--- config.mk ---
export PLATFORM = sky130hd
export DESIGN_NAME = gcd_operand_sequencer
export DESIGN_NICKNAME = d
export VERILOG_FILES = /design/src/rtl/gcd_pkg.sv /design/src/rtl/gcd_pair_fifo.sv /design/src/rtl/gcd_operand_sequencer.sv
export SDC_FILE = /design/constraint.sdc
export NUM_CORES = 1
export LEC_CHECK = 0
export ABC_AREA = 1
export BUFFER_PORTS_ARGS = -buffer_cell sky130_fd_sc_hd__buf_2
export CORE_MARGIN = 4
export CORE_UTILIZATION = 52
export CTS_BUF_LIST = sky130_fd_sc_hd__clkbuf_4
export DETAILED_ROUTE_END_ITERATION = 10
export PLACE_DENSITY = 0.79
export SLEW_MARGIN = 15
export SYNTH_ARGS = -nofsm -noshare
export SYNTH_HDL_FRONTEND = slang
export SYNTH_SLANG_ARGS = --single-unit
export TNS_END_PERCENT = 5
--- constraint.sdc ---
create_clock -name clk -period 5.5 [get_ports clk]
set_input_delay 0.825 -clock clk [delete_from_list [all_inputs] [get_ports clk]]
set_output_delay 0.825 -clock clk [all_outputs]
set_load 0.02 [all_outputs]
--- src/rtl/gcd_pkg.sv ---
// Shared constants for the GCD operand sequencer: default bus width and FSM encoding.
package gcd_pkg;
    localparam int GCD_WIDTH = 16;

    localparam logic [2:0] ST_IDLE  = 3'd0;
    localparam logic [2:0] ST_ISSUE = 3'd1;
    localparam logic [2:0] ST_LDA   = 3'd2;
    localparam logic [2:0] ST_LDB   = 3'd3;
    localparam logic [2:0] ST_WAIT  = 3'd4;
    localparam logic [2:0] ST_BYP   = 3'd5;
    localparam logic [2:0] ST_RESP  = 3'd6;

    typedef enum logic [2:0] {
        S_IDLE  = ST_IDLE,
        S_ISSUE = ST_ISSUE,
        S_LDA   = ST_LDA,
        S_LDB   = ST_LDB,
        S_WAIT  = ST_WAIT,
        S_BYP   = ST_BYP,
        S_RESP  = ST_RESP
    } state_t;
endpackage

--- src/rtl/gcd_pair_fifo.sv ---
// Synchronous FIFO for operand pairs; full/empty derived from pointers carrying one extra wrap bit.
module gcd_pair_fifo #(
    parameter int W     = 32,
    parameter int DEPTH = 4
) (
    input  logic         clk,
    input  logic         rst,
    input  logic         push_i,
    input  logic [W-1:0] wdata_i,
    input  logic         pop_i,
    output logic [W-1:0] rdata_o,
    output logic         full_o,
    output logic         empty_o
);
    localparam int AW = $clog2(DEPTH);

    logic [W-1:0] mem_q [DEPTH];
    logic [AW:0]  wptr_q, rptr_q;
    logic         do_push, do_pop;

    assign full_o  = (wptr_q[AW] != rptr_q[AW]) && (wptr_q[AW-1:0] == rptr_q[AW-1:0]);
    assign empty_o = (wptr_q == rptr_q);
    assign do_push = push_i && !full_o;
    assign do_pop  = pop_i && !empty_o;
    assign rdata_o = mem_q[rptr_q[AW-1:0]];

    always_ff @(posedge clk or posedge rst) begin
        if (rst) begin
            wptr_q <= '0;
            rptr_q <= '0;
        end else begin
            if (do_push) wptr_q <= wptr_q + 1'b1;
            if (do_pop)  rptr_q <= rptr_q + 1'b1;
        end
    end

    // Storage is not reset: entries are only visible once the write pointer covers them.
    always_ff @(posedge clk) begin
        if (do_push) mem_q[wptr_q[AW-1:0]] <= wdata_i;
    end
endmodule

--- src/rtl/gcd_operand_sequencer.sv ---
// Operand sequencer: buffers (A,B) pairs, drives the shared GCD load bus as start/A/B,
// waits for done or a timeout, and returns the result on a valid/ready stream.
module gcd_operand_sequencer
    import gcd_pkg::*;
#(
    parameter int WIDTH   = GCD_WIDTH,
    parameter int DEPTH   = 4,
    parameter int TIMEOUT = 1023
) (
    input  logic             clk,
    input  logic             rst,
    input  logic             in_valid,
    output logic             in_ready,
    input  logic [WIDTH-1:0] in_a,
    input  logic [WIDTH-1:0] in_b,
    output logic             out_valid,
    input  logic             out_ready,
    output logic [WIDTH-1:0] out_gcd,
    output logic             out_err,
    output logic             gcd_start,
    output logic [WIDTH-1:0] gcd_data,
    input  logic             gcd_done,
    input  logic [WIDTH-1:0] gcd_result
);
    localparam int CW = $clog2(TIMEOUT + 1);

    state_t             state_q;
    logic [WIDTH-1:0]   a_q, b_q;
    logic [CW-1:0]      cnt_q;
    logic               out_valid_q, out_err_q, gcd_start_q;
    logic [WIDTH-1:0]   out_gcd_q, gcd_data_q;

    logic [2*WIDTH-1:0] fifo_rdata;
    logic               fifo_full, fifo_empty, fifo_pop;
    logic [WIDTH-1:0]   pair_a, pair_b;

    gcd_pair_fifo #(
        .W     (2 * WIDTH),
        .DEPTH (DEPTH)
    ) u_fifo (
        .clk     (clk),
        .rst     (rst),
        .push_i  (in_valid),
        .wdata_i ({in_a, in_b}),
        .pop_i   (fifo_pop),
        .rdata_o (fifo_rdata),
        .full_o  (fifo_full),
        .empty_o (fifo_empty)
    );

    assign pair_a   = fifo_rdata[2*WIDTH-1:WIDTH];
    assign pair_b   = fifo_rdata[WIDTH-1:0];
    assign fifo_pop = (state_q == S_IDLE) && !fifo_empty;
    assign in_ready = !fifo_full;

    assign out_valid = out_valid_q;
    assign out_gcd   = out_gcd_q;
    assign out_err   = out_err_q;
    assign gcd_start = gcd_start_q;
    assign gcd_data  = gcd_data_q;

    // Outputs are registered: each transition loads the values the next state presents.
    always_ff @(posedge clk or posedge rst) begin
        if (rst) begin
            state_q     <= S_IDLE;
            a_q         <= '0;
            b_q         <= '0;
            cnt_q       <= '0;
            out_valid_q <= 1'b0;
            out_gcd_q   <= '0;
            out_err_q   <= 1'b0;
            gcd_start_q <= 1'b0;
            gcd_data_q  <= '0;
        end else begin
            case (state_q)
                S_IDLE: if (!fifo_empty) begin
                    a_q <= pair_a;
                    b_q <= pair_b;
                    // The subtractive core never terminates on a zero operand.
                    if (pair_a == '0 || pair_b == '0) begin
                        state_q <= S_BYP;
                    end else begin
                        state_q     <= S_ISSUE;
                        gcd_start_q <= 1'b1;
                        gcd_data_q  <= pair_a;
                        cnt_q       <= '0;
                    end
                end
                S_ISSUE: begin
                    gcd_start_q <= 1'b0;
                    gcd_data_q  <= a_q;
                    state_q     <= S_LDA;
                end
                S_LDA: begin
                    gcd_data_q <= b_q;
                    state_q    <= S_LDB;
                end
                S_LDB: begin
                    gcd_data_q <= b_q;
                    state_q    <= S_WAIT;
                end
                S_WAIT: begin
                    if (gcd_done) begin
                        out_gcd_q   <= gcd_result;
                        out_err_q   <= 1'b0;
                        out_valid_q <= 1'b1;
                        gcd_data_q  <= '0;
                        state_q     <= S_RESP;
                    end else if (cnt_q == CW'(TIMEOUT)) begin
                        out_gcd_q   <= '0;
                        out_err_q   <= 1'b1;
                        out_valid_q <= 1'b1;
                        gcd_data_q  <= '0;
                        state_q     <= S_RESP;
                    end else begin
                        cnt_q <= cnt_q + CW'(1);
                    end
                end
                S_BYP: begin
                    out_gcd_q   <= a_q | b_q;
                    out_err_q   <= (a_q == '0) && (b_q == '0);
                    out_valid_q <= 1'b1;
                    state_q     <= S_RESP;
                end
                S_RESP: if (out_ready) begin
                    out_valid_q <= 1'b0;
                    state_q     <= S_IDLE;
                end
                default: state_q <= S_IDLE;
            endcase
        end
    end
endmodule

==> metrics.txt, run 1 <==
syn avg cell area 10.17 um2; syn nets around 960; Worst setup EP type flop; Yosys Warn Count 0; Post-Synthesis Cells 904; CTS tree yes; top post-synthesis cells by area edfxtp_1 42%, dfrtp_1 23%, nand2_1 12%; vias in the first global route 6600; H-Tree Depth 2; chip height approximately 140 um; min cycle time layout 3.034 ns; DR WL/cell 15.80 um; Critical path buffers and inverters 1; register area 5997 um2; Post-Synth XOR/XNOR Area 0.005714; main combinational cell family by area after synthesis simple AND/OR/NAND/NOR gates; CTS Hold Buffers Added 0; PortBufs 88; worst r2r path cells 12; slew margin rel. 0.2610; status finished, final reports clean; combinational fraction of design power 0.387; clk_lat worst skew 0.67 ns; Switching Power between 2 and 3 mW; final-report setup violation count 0; layout cell share with drive strength beyond 1 0.1810; Netlist Area Pre-Place 9198 um2; highest clock rate ~330 MHz; number of flops mapped to enable cells by yosys 128; Sw Share 0.4160; worst hold slack between 0.1 and 0.15 ns; R2R Setup Slk roughly 2.5 ns; Placer Congestion 0.8873; Slew @ Worst Pin around 1.1 ns; post-synthesis compound-gate area fraction 0.06883; post-cts resize count 0; Unique masters post-synth 34; Final Hold Vio Count 0; Hold Path Class input port to async pin; placed inst area 9748 um2; number of CTS-inserted buffers 54; post-detail-place hpwl 12930 um; post-route cell area roughly 10000 um2; mux cell area share after synthesis 0; Pint 3.544 mW; register area share after synthesis 0.6519; WS Path Type flop to flop; Worst Path Arrival 3.52 ns; Via density ~5.4; total wire length 20140 um; Filler cells 1465; Max Slew Vio Count 0; first drt pass iteration count 5; clock transition at the registers of the reported paths 0.07 ns; DRT antenna net count 0; RSZ-0062 raised after global routing no; power per cell area 584.5 nW/um2; LEAKAGE 4.418 nW; Max clock buf depth 3; I/O pins 89; reg-to-reg startpoint u_fifo.rptr_q[0]; Util after Layout 0.6001; Tcrit/Tclk final 0.5517; CP dominant cell by count nand2_1; first-pass GRT wire length 32650 um; diode count 0; ys flop type edfxtp_1; DRT iter0 DRCs 506; Crit path depth 12; largest net degree at the start of global routing 69; crit path max-delay cell type inv_2; synthesis-stage register bit count 214; initial antenna violation count 0; Setup Skew 0.06441 ns; GRT Total Usage 0.2029; Setup WS pre-CTS approximately 2.6 ns; crit start category flop; Adder-Cell Fraction of Synth Area 0.008162; largest area contributor in the netlist edfxtp_1; required time of the critical path 5.99 ns; critical path cell sequence inv_2 > nand2_1 > nand3_1 > nand2_1 > nand4_1 > nor2_1 > nand2_1 > nand2_1 > nand2_2 > nand2_4 > nand2_1 > o21ai_2; Nets 1070; core footprint 17300 um2; setup TNS 0 ns; CP delay by family, top simple AND/OR/NAND/NOR gates; share of power burned in registers 0.413; DR vias around 6900; Post-CTS Setup Inserts 0; DRC 0; crit path max fanout 65; Slowest Stage Delay on Critical Path 0.82 ns; die area roughly 20000 um2; Core Rows 48; Sink Count about 210; CTS Root Cell clkbuf_4; Initial Util 0.5318; final setup margin 2.466 ns; simple-gate portion of the synthesized area 0.2170; area of the multi-input gates 2769 um2; maximum ir drop on the vdd rail 294.4 uV; die extent in x about 140 um; RR Endpoint gcd_data[2]; max-capacitance violation count 0; synthesis-to-layout area growth 12.86%; overflow left after global routing 0; Clock power frac 0.200; share of the synthesized area in the top cell type 0.4179; post-synthesis async set-or-reset flop share 0.4019
-- cell usage after synthesis, types with 7 or more instances --
cell type,count
a21oi_1,8
a221oi_1,13
a31oi_1,18
buf_2,23
buf_4,7
clkbuf_1,12
dfrtp_1,86
edfxtp_1,128
inv_1,45
nand2_1,288
nand3_1,86
nand4_1,14
nor2_1,53
nor3_1,22
o21ai_0,46
o21ai_1,13
-- per-layer routing --
layer	vias to the layer above	share of wire	routed length (um)	track usage
li1	3357	-	-	-
met1	3240	0.44	8832	0.2778
met2	251	0.47	9369	0.3196
met3	41	0.076	1540	0.05190
met4	0	0.020	400	0.06833
met5	-	0	0	0
-- power by group through the flow --
stage               sequential [mW]  clock (mW)  combinational (mW)
detailed placement             2.53           0                2.35
floorplan                      2.61           0                1.62
global route                   2.55        1.34                2.65
CTS                            2.50        1.25                2.36
finish                         2.51        1.22                2.35
global placement               2.52           0                2.28
-- layout make-up --
cell class	instances	share of cell area
flip-flops and latches	214	0.5777
multi-input cells	594	0.2668
clock buffers	71	0.05135
repair buffers	98	0.04966
well taps	225	0.02712
inverters	49	0.01784
clock inverters	24	0.009523
-- through the flow --
stage	instances	total power [mW]
finish	1275	6.067
global route	1275	6.546
CTS	1275	6.108
detailed placement	1180	4.879
global placement	1180	4.794
floorplan	904	4.233
-- cells in the final DEF, fill, tap and decap left out, drive strengths merged, types with 24 or more instances in the layout --
| cell | count |
|---|---|
| nor2 | 55 |
| edfxtp | 128 |
| inv | 48 |
| clkbuf | 71 |
| o21ai | 62 |
| buf | 98 |
| dfrtp | 86 |
| clkinv | 24 |
| nand2 | 290 |
| nand3 | 87 |
-- flip-flops by register name (all words and copies together), names as in the netlist --
register	cells
a_q	16
u_fifo.mem_q	128
out_err	1
cnt_q	10
out_valid	1
u_fifo.rptr_q	3
u_fifo.wptr_q	3
gcd_start	1
out_gcd	16
b_q	16
state_q	3
gcd_data	16
-- worst max-delay path by stage --
stage | endpoint | start
6_report | gcd_data[2] | u_fifo.rptr_q[0]
3_5_place_dp | gcd_data[1] | u_fifo.rptr_q[0]
4_1_cts | gcd_data[2] | u_fifo.rptr_q[0]
5_1_grt | gcd_data[7] | u_fifo.rptr_q[0]
2_1_floorplan | u_fifo.mem_q[3][0] | u_fifo.rptr_q[0]
3_3_place_gp | gcd_data[2] | u_fifo.rptr_q[0]
-- logic make-up (layout without fill, tap and decap cells) --
kind of cell / after synthesis / after routing
fa+ha+maj: 6 / 6
xor+xnor: 6 / 6
buf+inv: 96 / 242
compound gates: 107 / 107
simple gates: 475 / 475
flops: 214 / 214
(Power assumes the default switching activity.)
==> run 2, diff against run 1 <==
Settings changed: PLACE_DENSITY 0.79 to 0.82.
Clock period 5.5 ns to 2.6 ns, I/O delays scaled along.
==> metrics.txt, run 2 (same netlist as run 1, synthesis figures left out) <==
status finished, final reports clean; commonest cells after routing, fill and taps aside 287 x nand2_1, 128 x edfxtp_1, 88 x buf_2; crit start category flop; overflow left after global routing 0; CTS Root Cell clkbuf_4; DRT iter0 DRCs 734; share of power burned in registers 0.395; first-pass GRT wire length 33780 um; required time of the critical path around 2.2 ns; Nets 1128; crit path max fanout 58; worst hold slack 0.03249 ns; Pwr Total about 13 mW; area of the multi-input gates 2786 um2; synthesis-to-layout area growth 20.41%; Max clock buf depth 3; chip height 141.0 um; clk_lat worst skew 0.67 ns; Final Hold Vio Count 0; DR WL/cell 15.62 um; GRT Total Usage 0.2108; combinational fraction of design power 0.388; Max Slew Vio Count 0; CTS tree yes; DRT antenna net count 0; slew margin rel. 0.5184; Slew @ Worst Pin about 0.72 ns; Worst setup EP type primary output; Placer Congestion 0.8595; I/O pins 89; Initial Util 0.5318; Worst Path Arrival between 2 and 2.5 ns; total wire length 20870 um; number of CTS-inserted buffers 54; die extent in x 141.0 um; max-capacitance violation count 0; Switching Power between 5 and 6 mW; PortBufs between 80 and 90; Via density 5.369; Setup Skew 0.04194 ns; Post-CTS Setup Inserts 0; initial antenna violation count 1; highest clock rate 407.8 MHz; Clock power frac 0.217; core footprint 17300 um2; clock transition at the registers of the reported paths 0.07 ns; vias in the first global route 6842; WS Path Type flop to primary output; post-detail-place hpwl 13340 um; Pint 8.006 mW; Largest register FFs 128; Sw Share 0.4051; Hold Path Class input port to flop; DRC 0; first drt pass iteration count 6; min cycle time layout between 2 and 2.5 ns; largest net degree at the start of global routing 66; commonest non-fill, non-tap cell in the layout nand2_1; layout cell share with drive strength beyond 1 0.2027; maximum ir drop on the vdd rail roughly 670 uV; Core Rows 48; register area 5997 um2; H-Tree Depth 2; DR vias 7173; Util after Layout 0.6403; Tcrit/Tclk final 0.9432; die area between 15000 and 20000 um2; LEAKAGE 4.768 nW; Sink Count 214; Filler cells 1355; power per cell area 1215 nW/um2; final-report setup violation count 0
run 2: metal layers:
metal	GRT usage	vias up	part of all wire
li1	-	3472	-
met3	0.04308	27	0.076
met2	0.3362	295	0.47
met4	0.06170	0	0.013
met5	0	-	0
met1	0.2964	3379	0.44
run 2: through the flow:
stage,setup TNS [ns],worst slack [ns],cells,instance area [um2]
after global placement,0,0.2792,1194,9878
after floorplan,-52.11,-0.5257,904,9200
after CTS,0,0.05429,1335,11050
final,0,0.1476,1336,11070
after global routing,-0.02399,-0.02399,1336,11070
after detailed placement,0,0.1787,1194,9878
run 2: area by class of cell:
class	count	share of cell area
Multi-Input combinational cell	594	0.2516
Clock buffer	86	0.05830
Antenna cell	1	0.0002260
Sequential cell	214	0.5415
Tap cell	225	0.02542
Inverter	49	0.01672
Timing Repair Buffer	156	0.09841
Clock inverter	11	0.007796
run 2: worst paths after layout:
kind / from / endpoint / slack [ns] / depth (start not counted)
worst max register to register: u_fifo.rptr_q[0] / u_fifo.mem_q[3][27] / 0.21 / 7
worst min-delay path: gcd_result[12] / out_gcd[12] / 0.03 / 3
min in group asynchronous: rst / out_gcd[1] / 0.37 / 3
max in group asynchronous: rst / out_gcd[2] / 1.56 / 4
worst min register to register: gcd_data[5] / gcd_data[5] / 0.49 / 2
worst max-delay path: u_fifo.rptr_q[0] / in_ready / 0.15 / 5
run 2: critical path, cell delays in order (launching register included):
cell	delay [ns]
dfrtp_2	0.49
buf_12	0.22
xor2_1	0.20
a21oi_2	0.18
nand2_1	0.11
buf_2	0.17
run 2: power by group through the flow:
| stage | clock [mW] | combinational [mW] | sequential, mW |
|---|---|---|---|
| global placement | 0 | 4.94 | 5.34 |
| finish | 2.92 | 5.21 | 5.32 |
| floorplan | 0 | 3.44 | 5.52 |
| detailed placement | 0 | 5.10 | 5.36 |
| global route | 3.18 | 5.85 | 5.42 |
| CTS | 2.99 | 5.17 | 5.30 |
run 2: what timing repair did:
action                                  in CTS  in global routing
hold endpoints to repair                   176                  0
hold buffers                                44                  0
endpoints found under the setup margin       0                 27
resized for setup                            0                  4
